==> src/rtl/mux_sweep_checker_settle_timer.sv <==
// Loadable down-counter that stops at zero and flags it; paces the per-vector hold.
module settle_timer #(
   parameter int W = 4
) (
   input  logic         clk,
   input  logic         rst_n,
   input  logic         load,
   input  logic [W-1:0] load_value,
   input  logic         dec,
   output logic         zero
);

   logic [W-1:0] count_q, count_d;

   // NOTE: combinational blocks assign every output a default first so no latch is inferred.
   always_comb begin
      count_d = count_q;
      if (load) begin
         count_d = load_value;
      end else if (dec && (count_q != '0)) begin
         count_d = count_q - 1'b1;
      end
   end

   // NOTE: sequential state uses non-blocking assignments only; reset is asynchronous.
   always_ff @(posedge clk or negedge rst_n) begin
      if (!rst_n) begin
         count_q <= '0;
      end else begin
         count_q <= count_d;
      end
   end

   assign zero = (count_q == '0);

endmodule

==> config.mk <==
export PLATFORM = sky130hd
export DESIGN_NAME = settle_timer
export DESIGN_NICKNAME = d
export VERILOG_FILES = /design/src/rtl/mux_sweep_checker_settle_timer.sv
export SDC_FILE = /design/constraint.sdc
export NUM_CORES = 1
export LEC_CHECK = 0
export BUFFER_PORTS_ARGS = -buffer_cell sky130_fd_sc_hd__clkbuf_2
export CORE_AREA = 5 5 42 44
export CTS_BUF_LIST = sky130_fd_sc_hd__clkbuf_8
export DETAILED_ROUTE_END_ITERATION = 10
export DIE_AREA = 0 0 47 49
export SYNTH_ARGS = -nofsm -noshare
export SYNTH_HDL_FRONTEND = slang
export SYNTH_SLANG_ARGS = --single-unit
==> constraint.sdc <==
create_clock -name clk -period 1.3 [get_ports clk]
set_input_delay 0.065 -clock clk [delete_from_list [all_inputs] [get_ports clk]]
set_output_delay 0.065 -clock clk [all_outputs]
set_load 0.02 [all_outputs]
# Yosys cells after proc, flatten, opt, wreduce, memory -nomap -nowiden
# Cells that the tools add are included.
[word_totals]
ff_bits = 4
latchBits = 0
ram_bits = 0
romBits = 0
inputBits = 8
out_inout_bits = 1
elab_cells = 8
n_memories = 0
[classes]
n_addsub = 1
multipliers = 0
div = 0
n_lt_le_gt_ge = 0
eq_ne = 0
n_shift = 0
n_mux = 2
n_bitwise = 0
n_reduce_logical = 4
[op_table]
columns = ["cell", "n"]
rows = [
  ["$mux 4", 2],
  ["$logic_not 4->1", 1],
  ["$reduce_bool 4->1", 1],
  ["$sub 4x1->4 const B", 1],
  ["$reduce_bool 2->1", 1],
  ["$logic_and 1x1->1", 1],
]

# Longest topological paths before layout
# Gate-level depths: netlist of run 1.
[logic_depth]
word_depth = 4
depth_mapped = 5
mapped_depth_nobuf = 5

# Least setup slack after synthesis of run 1
# OpenSTA, ideal clock, no wires.
[synth_timing]
path_kind = "register to register"
startpoint = "register count_q[0]"
endpoint = "register count_q[0]"
setup_time_ps = 124
t_arrival_ps = 1376
required_time_ps = 1176
path_slack_ps = -200
path_stages_with_launch = 6
path_buffers = 0
synth_period_minus_slack_ps = 1500
path_cell_list = "dfrtp_1 -> inv_1 -> ha_1 -> nor3b_2 -> nor3_1 -> o31a_1"
[synth_between]
elab_chain_cells = 3
word_cells_on_any_way = 6
cone_classes = "1 x add/sub; 2 x mux; 3 x reduce/logical"
[synth_rtl]
columns = ["element", "line", "source"]
rows = [
  ["from (decl)", "13", "logic [W-1:0] count_q, count_d;"],
  ["from (signal assigned)", "30", "count_q <= count_d;"],
  ["$sub 4x1->4 or $reduce_bool 4->1 (tied branches)", "21, 20", ""],
  ["$mux 4 or $logic_and 1x1->1 (tied branches)", "20", "end else if (dec && (count_q != '0)) begin"],
  ["$mux 4 or $reduce_bool 2->1 (tied branches)", "n/a", ""],
]
# Parallel ways exist; a longest one is shown, timed or not. The select of a mux whose other input is x is not followed.
# A chain may end at the register's enable or synchronous reset.

# Worst setup path after layout of run 1
[layout_timing]
startpoint = "register count_q[0]"
endpoint = "output zero"
[layout_between]
elab_chain_cells = 1
[layout_rtl]
columns = ["element", "line", "source"]
rows = [
  ["$logic_not 4->1", "34", "assign zero = (count_q == '0);"],
  ["to (decl)", "10", "output logic zero"],
]
# Every way passes these cells.

==> impl_results.md, run 1 <==
* Top Metal Used: met4
* R2R Setup Slk at -0.01 ns
* CTS root buf: clkbuf_8
* Met2 WL at 254 um
* Crit path capture type: primary output
* Combinational family with the most area after synthesis: simple AND/OR/NAND/NOR gates
* DR WL/cell at 9.37 um
* Biggest registers after layout: count_q: 4 flops
* Max VDD drop at 518 uV
* Post-route ant nets at 0
* Drc violations at 0
* Initial core utilization at 19.3%
* Detailed Place HPWL at 463 um
* TritonCTS clock tree: built
* Ratio of cells with drive above 1 in the final layout at 53.5%
* Routed vias/inst at 4.25
* Unique cell type count in the Yosys netlist at 18
* Synth Area in Simple Gates at 30.1%
* # port buffers at 8
* Largest net degree at the start of global routing at 11
* Synth area leader: dfrtp_1
* Post-CTS Setup Repair Bufs at 0
* Syn Area/Cell at 10.0 um2
* Hold slack at 0.0620 ns
* Required @ worst endpoint at 1.24 ns
* Syn_nets at 36
* Most common cell after layout, fill and taps aside: clkbuf_2
* # IOs at 9
* Max reg flops at 4
* Crit path max fanout at 4
* Vias in the first global route at 232
* Crit Reg-Reg Startpoint: count_q[0]$_DFFE_PN0P_
* Cell Area, Synth at 270 um2
* Initial drt markers at 4
* Total power at 549 uW
* Worst Setup EP: zero
* Failing checks: negative setup slack
* Met1 WL at 247 um
* Fin. Hold Viols at 0
* Rows at 14
* Power per cell area at 1240 mW/mm2
* Synth Instances at 27
* Top post-synthesis cells by area: dfrtp_1 37%, nor4b_2 5.6%, ha_1 4.6%, nor3b_2 4.6%, o211ai_2 4.6%
* Hold_sp: load_value[2]
* Status: complete, but fails checks
* Fillers at 151
* Clock sinks at 4
* Synth Area in Compound Gates at 19.9%
* Fmax at 748 MHz
* Detailed-route via count at 251
* Top reg by flops: count_q
* Ant diodes at 0
* GR Overflow Total at 0
* Core area at 0.00140 mm2
* Mux cell area share after synthesis at 0%
* Global-route wire length before repair at 897 um
* Clock Path Buffers at 2
* CP startpoint: count_q[0]$_DFFE_PN0P_
* Sequential area share after synthesis at 37.0%
* CTS HTree Levels at 1
* Chip width at 47 um
* XOR/XNOR Fraction of Synth Area at 0%
* Drt pass-1 iters at 3
* Max-Slew Margin vs Limit at 82.8%
* CP Launch Type: flop
* Storage cell area at 100 um2
* DR WL met3 at 46 um
* Die Footprint at 0.00230 mm2
* Register bit total from synthesis at 4
* Maxcap violations at 0
* Clock latency at the later pin of the worst-skew pair at 0.21 ns
* RSZ-0062 raised after global routing: true
* Final slew viol count at 0
* Yosys warns at 0
* Clock transition at the registers of the reported paths at 0.03 ns
* R2R cell count at 4
* Cts bufs inserted at 3
* Worst hold-check path type: input pin to flop
* Fin nets at 54
* Most frequent cells in the layout: 7 x clkbuf_2, 4 x dfrtp_1, 4 x buf_4
* Layout area overhead at 64.4%
* Crit path arrival time at 1.27 ns
* GRT Resource Usage Total at 5.80%
* Antenna violations before repair at 0
* GPL Wtd Cong at 0.650
* Critical R2R Capture: count_q[1]$_DFFE_PN0P_
* Post-synth top area share at 37.0%
* Worst setup margin at -0.0368 ns
* Minimum clock period at 1.34 ns
* Total Wirelength at 553 um
* Leak Pwr at 0.000203 uW
* Worst Tran Pin Value at 0.257 ns
* Critical path class: flop to primary output
* Period Utilization, post-route at 103%
* Setup violators final at 2
* Die height at 49 um
* Clock Skew at 0.00225 ns
* Area taken by multi-input logic gates at 170 um2
* Post-synthesis adder-cell area fraction at 4.63%
-- cells in the mapped netlist (all sizes together) --
cell type,instances
o31a,1
nor3,2
a21oi,1
and4b,1
nor4b,1
dfrtp,4
or2b,1
buf,1
or4,1
nand2,3
o21a,1
inv,3
o211ai,1
nor3b,2
o21ai,2
ha,1
a221o,1
-- metrics by stage --
step                worst slack, ns  cell area (um2)  instances   TNS, ns  utilization (%)
global route                -0.0913              444         59    -0.233             31.7
CTS                         -0.0838              435         59    -0.109             31.1
detailed placement         -0.00752              375         55  -0.00752             26.8
finish                      -0.0368              444         59   -0.0512             31.7
global placement           -0.00260              375         55  -0.00260             26.8
floorplan                   -0.0583              289         27   -0.0828                -
-- report_power, final --
part	total [uW]	leakage, uW	switching, uW	internal [uW]
Clock	255	0.0000216	57.8	197
Combinational	136	0.000133	55.8	80.3
Sequential	158	0.0000480	17.2	141
-- cell families after synthesis --
group | count (synthesis)
AO/OA/AOI/OAI | 7
adder cells (fa/ha/maj) | 1
buffers and inverters | 4
flip-flops | 4
AND/OR/NAND/NOR | 11
-- worst max-delay path, stage by stage (launching register included) --
cell     delay [ns]
dfrtp_1        0.39
inv_2          0.07
ha_4           0.12
nor3b_4        0.24
buf_6          0.14
buf_8          0.10
-- routing by layer --
layer | up-vias | GRT usage, %
met5 | - | 0
met4 | 0 | 5.53
met3 | 2 | 2.58
met2 | 6 | 7.01
met1 | 108 | 7.11
li1 | 135 | -
-- how the worst min path moves through the flow --
stage	to	slack (ns)	cells after the start
6_report	count_q[2]$_DFFE_PN0P_	0.06	3
5_1_grt	count_q[2]$_DFFE_PN0P_	0.08	3
4_1_cts	count_q[2]$_DFFE_PN0P_	0.06	3
3_5_place_dp	count_q[3]$_DFFE_PN0P_	-0.12	1
3_3_place_gp	count_q[3]$_DFFE_PN0P_	-0.12	1
2_1_floorplan	count_q[0]$_DFFE_PN0P_	-0.23	0
-- layout make-up --
| class | count | area share [%] |
|---|---|---|
| clock buffer | 3 | 9.30 |
| timing repair buffer | 14 | 22.8 |
| tap | 16 | 4.51 |
| sequential | 4 | 22.5 |
| multi-input combinational | 19 | 38.3 |
| inverter | 3 | 2.54 |
-- repair_timing --
| action | 4_1_cts | 5_1_grt |
|---|---|---|
| endpoints found under the hold margin | 4 | 0 |
| hold buffers | 1 | 0 |
| setup endpoints to repair | 3 | 5 |
| gates resized for setup | 2 | 3 |
| pin swaps | 0 | 1 |
Power figures use the tool's default switching activity.
==> run 2, diff against run 1 <==
--- a/config.mk
+++ b/config.mk
@@ -6,10 +6,11 @@
 export NUM_CORES = 1
 export LEC_CHECK = 0
 export BUFFER_PORTS_ARGS = -buffer_cell sky130_fd_sc_hd__clkbuf_2
-export CORE_AREA = 5 5 42 44
+export CORE_AREA = 8 8 45 47
 export CTS_BUF_LIST = sky130_fd_sc_hd__clkbuf_8
 export DETAILED_ROUTE_END_ITERATION = 10
-export DIE_AREA = 0 0 47 49
+export DIE_AREA = 0 0 53 55
+export GPL_ROUTABILITY_DRIVEN = 0
 export SYNTH_ARGS = -nofsm -noshare
 export SYNTH_HDL_FRONTEND = slang
 export SYNTH_SLANG_ARGS = --single-unit
==> constraint.sdc (replaced) <==
create_clock -name clk -period 1.1 [get_ports clk]
set_input_delay 0.055 -clock clk [delete_from_list [all_inputs] [get_ports clk]]
set_output_delay 0.055 -clock clk [all_outputs]
set_load 0.02 [all_outputs]
==> impl_results.md, run 2 (synthesized netlist as in run 1, its figures left out) <==
* Status: complete, but fails checks
* Failing checks: negative setup slack
* Worst hold-check path type: input pin to flop
* Crit Reg-Reg Startpoint: count_q[0]$_DFFE_PN0P_
* Total power at 669 uW
* Drt pass-1 iters at 1
* Biggest registers after layout: count_q: 4 flops
* Crit path capture type: primary output
* Largest net degree at the start of global routing at 8
* Rows at 14
* DR WL/cell at 10.2 um
* Core area at 0.00138 mm2
* Clock latency at the later pin of the worst-skew pair at 0.21 ns
* Die height at 55 um
* Worst Hold End: count_q[2]$_DFFE_PN0P_
* Met3 Use GR at 1.87%
* R2R Setup Slk at -0.19 ns
* Initial core utilization at 19.5%
* Ratio of cells with drive above 1 in the final layout at 56.5%
* RSZ-0062 raised after global routing: true
* Crit path max fanout at 5
* Period Utilization, post-route at 118%
* CP Launch Type: flop
* Clock Path Buffers at 2
* Clock Skew at 0.00179 ns
* Initial drt markers at 0
* Antenna violations before repair at 0
* Minimum clock period at 1.30 ns
* Vias in the first global route at 299
* Post-route ant nets at 0
* Ant diodes at 0
* Chip width at 53 um
* Hold Crit Depth at 3
* CTS root buf: clkbuf_8
* Hold_sp: load_value[2]
* Crit path arrival time at 1.25 ns
* Fillers at 143
* Grt met2 use at 9.38%
* R2R cell count at 5
* Fin cells at 62
* Critical R2R Capture: count_q[0]$_DFFE_PN0P_
* Required @ worst endpoint at 1.04 ns
* Top reg by flops: count_q
* Setup violators final at 5
* # port buffers at 8
* Global-route wire length before repair at 1180 um
* Drc violations at 0
* Clock sinks at 4
* Max-Slew Margin vs Limit at 84.6%
* CTS HTree Levels at 1
* Final slew viol count at 0
* Max VDD drop at 698 uV
* Power per cell area at 1420 mW/mm2
* Placed Cells at 57
* TritonCTS clock tree: built
* Maxcap violations at 0
* GR Overflow Total at 0
* Layout area overhead at 74.1%
* Pre-CTS setup slack at -0.214 ns
* Most common cell after layout, fill and taps aside: buf_4
* Routed vias/inst at 4.16
* Max reg flops at 4
* Detailed Place HPWL at 533 um
* # IOs at 9
* Setup TNS at -0.870 ns
* GR Util met1 at 5.80%
* Worst Tran Pin Value at 0.231 ns
* Die Footprint at 0.00292 mm2
* Fin. Hold Viols at 0
* Cts bufs inserted at 3
* Post-place instance area at 390 um2
* Leak Pwr at 0.000222 uW
* Fmax at 768 MHz
* Total Wirelength at 630 um
* Finished Cell Area at 470 um2
* Worst setup margin at -0.202 ns
* Clock transition at the registers of the reported paths at 0.03 ns
* Critical path class: flop to primary output
* Fin nets at 57
* Busiest layer in global routing: met2
* GRT Resource Usage Total at 5.75%
* Most frequent cells in the layout: 8 x buf_4, 7 x clkbuf_2, 4 x clkbuf_8, 4 x dfrtp_1, 3 x nand2_1
* Detailed-route via count at 258
==> run 2: cell count changes in the layout (fill, tap and decap cells not counted) <==
cell | previous run | this run
buf_4 | 4 | 8
buf_6 | 1 | 0
buf_8 | 1 | 0
clkbuf_8 | 3 | 4
nor4b_2 | 1 | 0
nor4b_4 | 0 | 1
o21ai_0 | 2 | 1
o21ai_1 | 0 | 1
==> run 2: final cells by class <==
type	count	area (um2)	area share [%]
clock buffer	3	41.3	8.78
inverter	3	11.3	2.39
multi-input combinational	19	179	38.0
sequential	4	100	21.3
tap	16	20.0	4.26
timing repair buffer	17	119	25.3
==> run 2: worst max-delay path, cell delays in order (launching register included) <==
cell and delay (ns):
dfrtp_1 0.39, inv_2 0.07, ha_4 0.13, nor3b_4 0.24, clkbuf_8 0.20
==> run 2: where the power goes <==
part / total (uW) / internal (uW) / leakage (uW) / switching (uW)
logic: 177 / 105 / 0.000152 / 71.9
clock network: 304 / 233 / 0.0000216 / 71.2
registers: 188 / 166 / 0.0000480 / 21.4
total: 669 / 504 / 0.000222 / 165
==> run 2: per-stage QoR <==
stage	hold WS, ns	utilization [%]
4_1_cts	0.0535	34.0
5_1_grt	0.0896	34.0
3_5_place_dp	-0.132	28.2
6_report	0.0538	34.0
2_1_floorplan	-0.241	-
3_3_place_gp	-0.130	28.2
==> run 2: timing repair <==
item                                    in CTS  in global routing
setup buffers                                1                  0
hold buffers                                 1                  0
pin swaps                                    3                  1
endpoints found under the setup margin       5                  5
resized for setup                            5                  0
hold endpoints to repair                     4                  0
==> run 2: layer usage <==
| metal | wire length (um) | part of all wire, % |
|---|---|---|
| met1 | 275 | 44 |
| met2 | 310 | 49 |
| met3 | 27 | 4.3 |
| met4 | 16 | 2.5 |
| met5 | 0 | 0 |
==> run 2: worst max path at each step <==
stage	from	to	slack, ns	cells after the start
6_report	count_q[0]$_DFFE_PN0P_	zero	-0.20	4
3_5_place_dp	count_q[1]$_DFFE_PN0P_	count_q[1]$_DFFE_PN0P_	-0.21	4
5_1_grt	count_q[0]$_DFFE_PN0P_	zero	-0.28	4
3_3_place_gp	count_q[1]$_DFFE_PN0P_	count_q[1]$_DFFE_PN0P_	-0.21	4
4_1_cts	count_q[1]$_DFFE_PN0P_	zero	-0.22	4
2_1_floorplan	count_q[0]$_DFFE_PN0P_	count_q[0]$_DFFE_PN0P_	-0.26	5
==> run 3, diff against run 2 <==
--- a/config.mk
+++ b/config.mk
@@ -6,10 +6,10 @@
 export NUM_CORES = 1
 export LEC_CHECK = 0
 export BUFFER_PORTS_ARGS = -buffer_cell sky130_fd_sc_hd__clkbuf_2
-export CORE_AREA = 8 8 45 47
+export CORE_AREA = 2 2 39 41
 export CTS_BUF_LIST = sky130_fd_sc_hd__clkbuf_8
 export DETAILED_ROUTE_END_ITERATION = 10
-export DIE_AREA = 0 0 53 55
+export DIE_AREA = 0 0 41 43
 export GPL_ROUTABILITY_DRIVEN = 0
 export SYNTH_ARGS = -nofsm -noshare
 export SYNTH_HDL_FRONTEND = slang
==> impl_results.md, run 3 (synthesized netlist as in run 1, its figures left out) <==
* Clock Skew at 0.00249 ns
* Core area at 0.00138 mm2
* Worst hold-check path type: input pin to flop
* Max reg flops at 4
* Maxcap violations at 0
* Crit path cell chain: inv_2 -> ha_4 -> nor3b_4 -> buf_4 -> buf_8
* Layout area overhead at 73.1%
* Top reg by flops: count_q
* RSZ-0062 raised after global routing: true
* Minimum clock period at 1.34 ns
* Biggest registers after layout: count_q: 4 flops
* Clock latency at the later pin of the worst-skew pair at 0.22 ns
* Die Footprint at 0.00176 mm2
* Int Pwr at 508 uW
* Global-route wire length before repair at 979 um
* Critical-path top delay cell: dfrtp_1
* Most frequent cells in the layout: 7 x clkbuf_2, 6 x buf_4, 4 x dfrtp_1
* Max VDD drop at 793 uV
* Crit path capture type: primary output
* Clock sinks at 4
* Worst setup margin at -0.237 ns
* Critical path class: flop to primary output
* Sw Ratio at 25.3%
* Hold slack at 0.0529 ns
* Setup violators final at 5
* TritonCTS clock tree: built
* Fin cells at 61
* Clk pwr share at 45.8%
* Fmax at 748 MHz
* Fin. Hold Viols at 0
* CP Launch Type: flop
* Vias in the first global route at 241
* Leak Pwr at 0.000218 uW
* Ratio of cells with drive above 1 in the final layout at 55.6%
* Fin nets at 56
* Placed Cells at 56
* Max-Slew Margin vs Limit at 84.2%
* Total Wirelength at 603 um
* P_sw at 172 uW
* Detailed-route via count at 269
* Rows at 14
* Period Utilization, post-route at 122%
* Status: complete, but fails checks
* # port buffers at 8
* Gate power share at 26.8%
* Initial drt markers at 0
* Reg power frac at 27.4%
* Antenna violations before repair at 0
* Power per cell area at 1450 mW/mm2
* GRT Resource Usage Total at 8.98%
* Chip width at 41 um
* Largest net degree at the start of global routing at 8
* Failing checks: negative setup slack
* Most common cell after layout, fill and taps aside: clkbuf_2
* Crit path max fanout at 4
* Post-route ant nets at 0
* Fillers at 142
* Clock transition at the registers of the reported paths at 0.03 ns
* Detailed Place HPWL at 456 um
* Drc violations at 0
* Critical path's largest stage delay at 0.37 ns
* Crit path arrival time at 1.28 ns
* Worst Tran Pin Value at 0.235 ns
* Clock Path Buffers at 2
* Final slew viol count at 0
* Routed vias/inst at 4.41
* Ant diodes at 0
* Required @ worst endpoint at 1.04 ns
* Initial core utilization at 19.5%
* Cts bufs inserted at 3
* Drt pass-1 iters at 1
* Die height at 43 um
* DR WL/cell at 9.89 um
* CTS root buf: clkbuf_8
* GR Overflow Total at 0
* CTS HTree Levels at 1
* # IOs at 9
[run 3: worst paths after layout]
path,slack (ns),cells after the start,from,end
max in group asynchronous,0.80,2,rst_n,count_q[2]$_DFFE_PN0P_
min in group asynchronous,0.17,2,rst_n,count_q[0]$_DFFE_PN0P_
worst min-delay path,0.05,3,load_value[2],count_q[2]$_DFFE_PN0P_
worst max register to register,-0.22,4,count_q[1]$_DFFE_PN0P_,count_q[1]$_DFFE_PN0P_
worst max-delay path,-0.24,5,count_q[1]$_DFFE_PN0P_,zero
worst min register to register,0.75,3,count_q[1]$_DFFE_PN0P_,count_q[1]$_DFFE_PN0P_
[run 3: metal layers]
| metal | global-route usage (%) | wire length, um | up-vias | share of wire, % |
|---|---|---|---|---|
| li1 | - | - | 137 | - |
| met1 | 11.8 | 266 | 122 | 44 |
| met2 | 10.0 | 279 | 8 | 46 |
| met3 | 3.14 | 31 | 2 | 5.1 |
| met4 | 10.0 | 26 | 0 | 4.3 |
| met5 | 0 | 0 | - | 0 |
[run 3: timing repair]
action,4_1_cts,5_1_grt
hold endpoints to repair,4,0
hold buffers,1,0
pin swaps,2,1
buffers inserted,0,1
setup endpoints to repair,5,5
gates resized for setup,5,2
[run 3: power groups by stage]
stage	combinational, uW	sequential [uW]	clock, uW
6_report	182	186	311
5_1_grt	205	189	329
4_1_cts	172	186	318
3_5_place_dp	152	187	0
3_3_place_gp	149	186	0
2_1_floorplan	86.2	188	0
[run 3: cell type report]
cell class                      instances  area, um2  share of cell area, %
Clock buffer                            3       41.3                   8.82
Inverter                                3       11.3                   2.41
Multi-Input combinational cell         19        179                   38.2
Sequential cell                         4        100                   21.4
Tap cell                               16       20.0                   4.28
Timing Repair Buffer                   16        116                   24.9
[run 3: per-stage QoR]
stage          total power [uW]  area, um2  worst slack, ns  TNS (ns)  utilization, %
2_1_floorplan               274        289           -0.258    -0.508               -
3_3_place_gp                336        383           -0.206    -0.685            27.7
3_5_place_dp                339        383           -0.202    -0.734            27.7
4_1_cts                     676        455           -0.281    -0.939            32.9
5_1_grt                     723        468           -0.296     -1.28            33.8
6_report                    680        468           -0.237    -0.965            33.8
[run 3: critical path: cells and delay by family, from the launching register on]
family / cells / cell delay, ns
fa+ha+maj: 1 / 0.13
buf+inv: 3 / 0.33
flops: 1 / 0.37
simple gates: 1 / 0.23
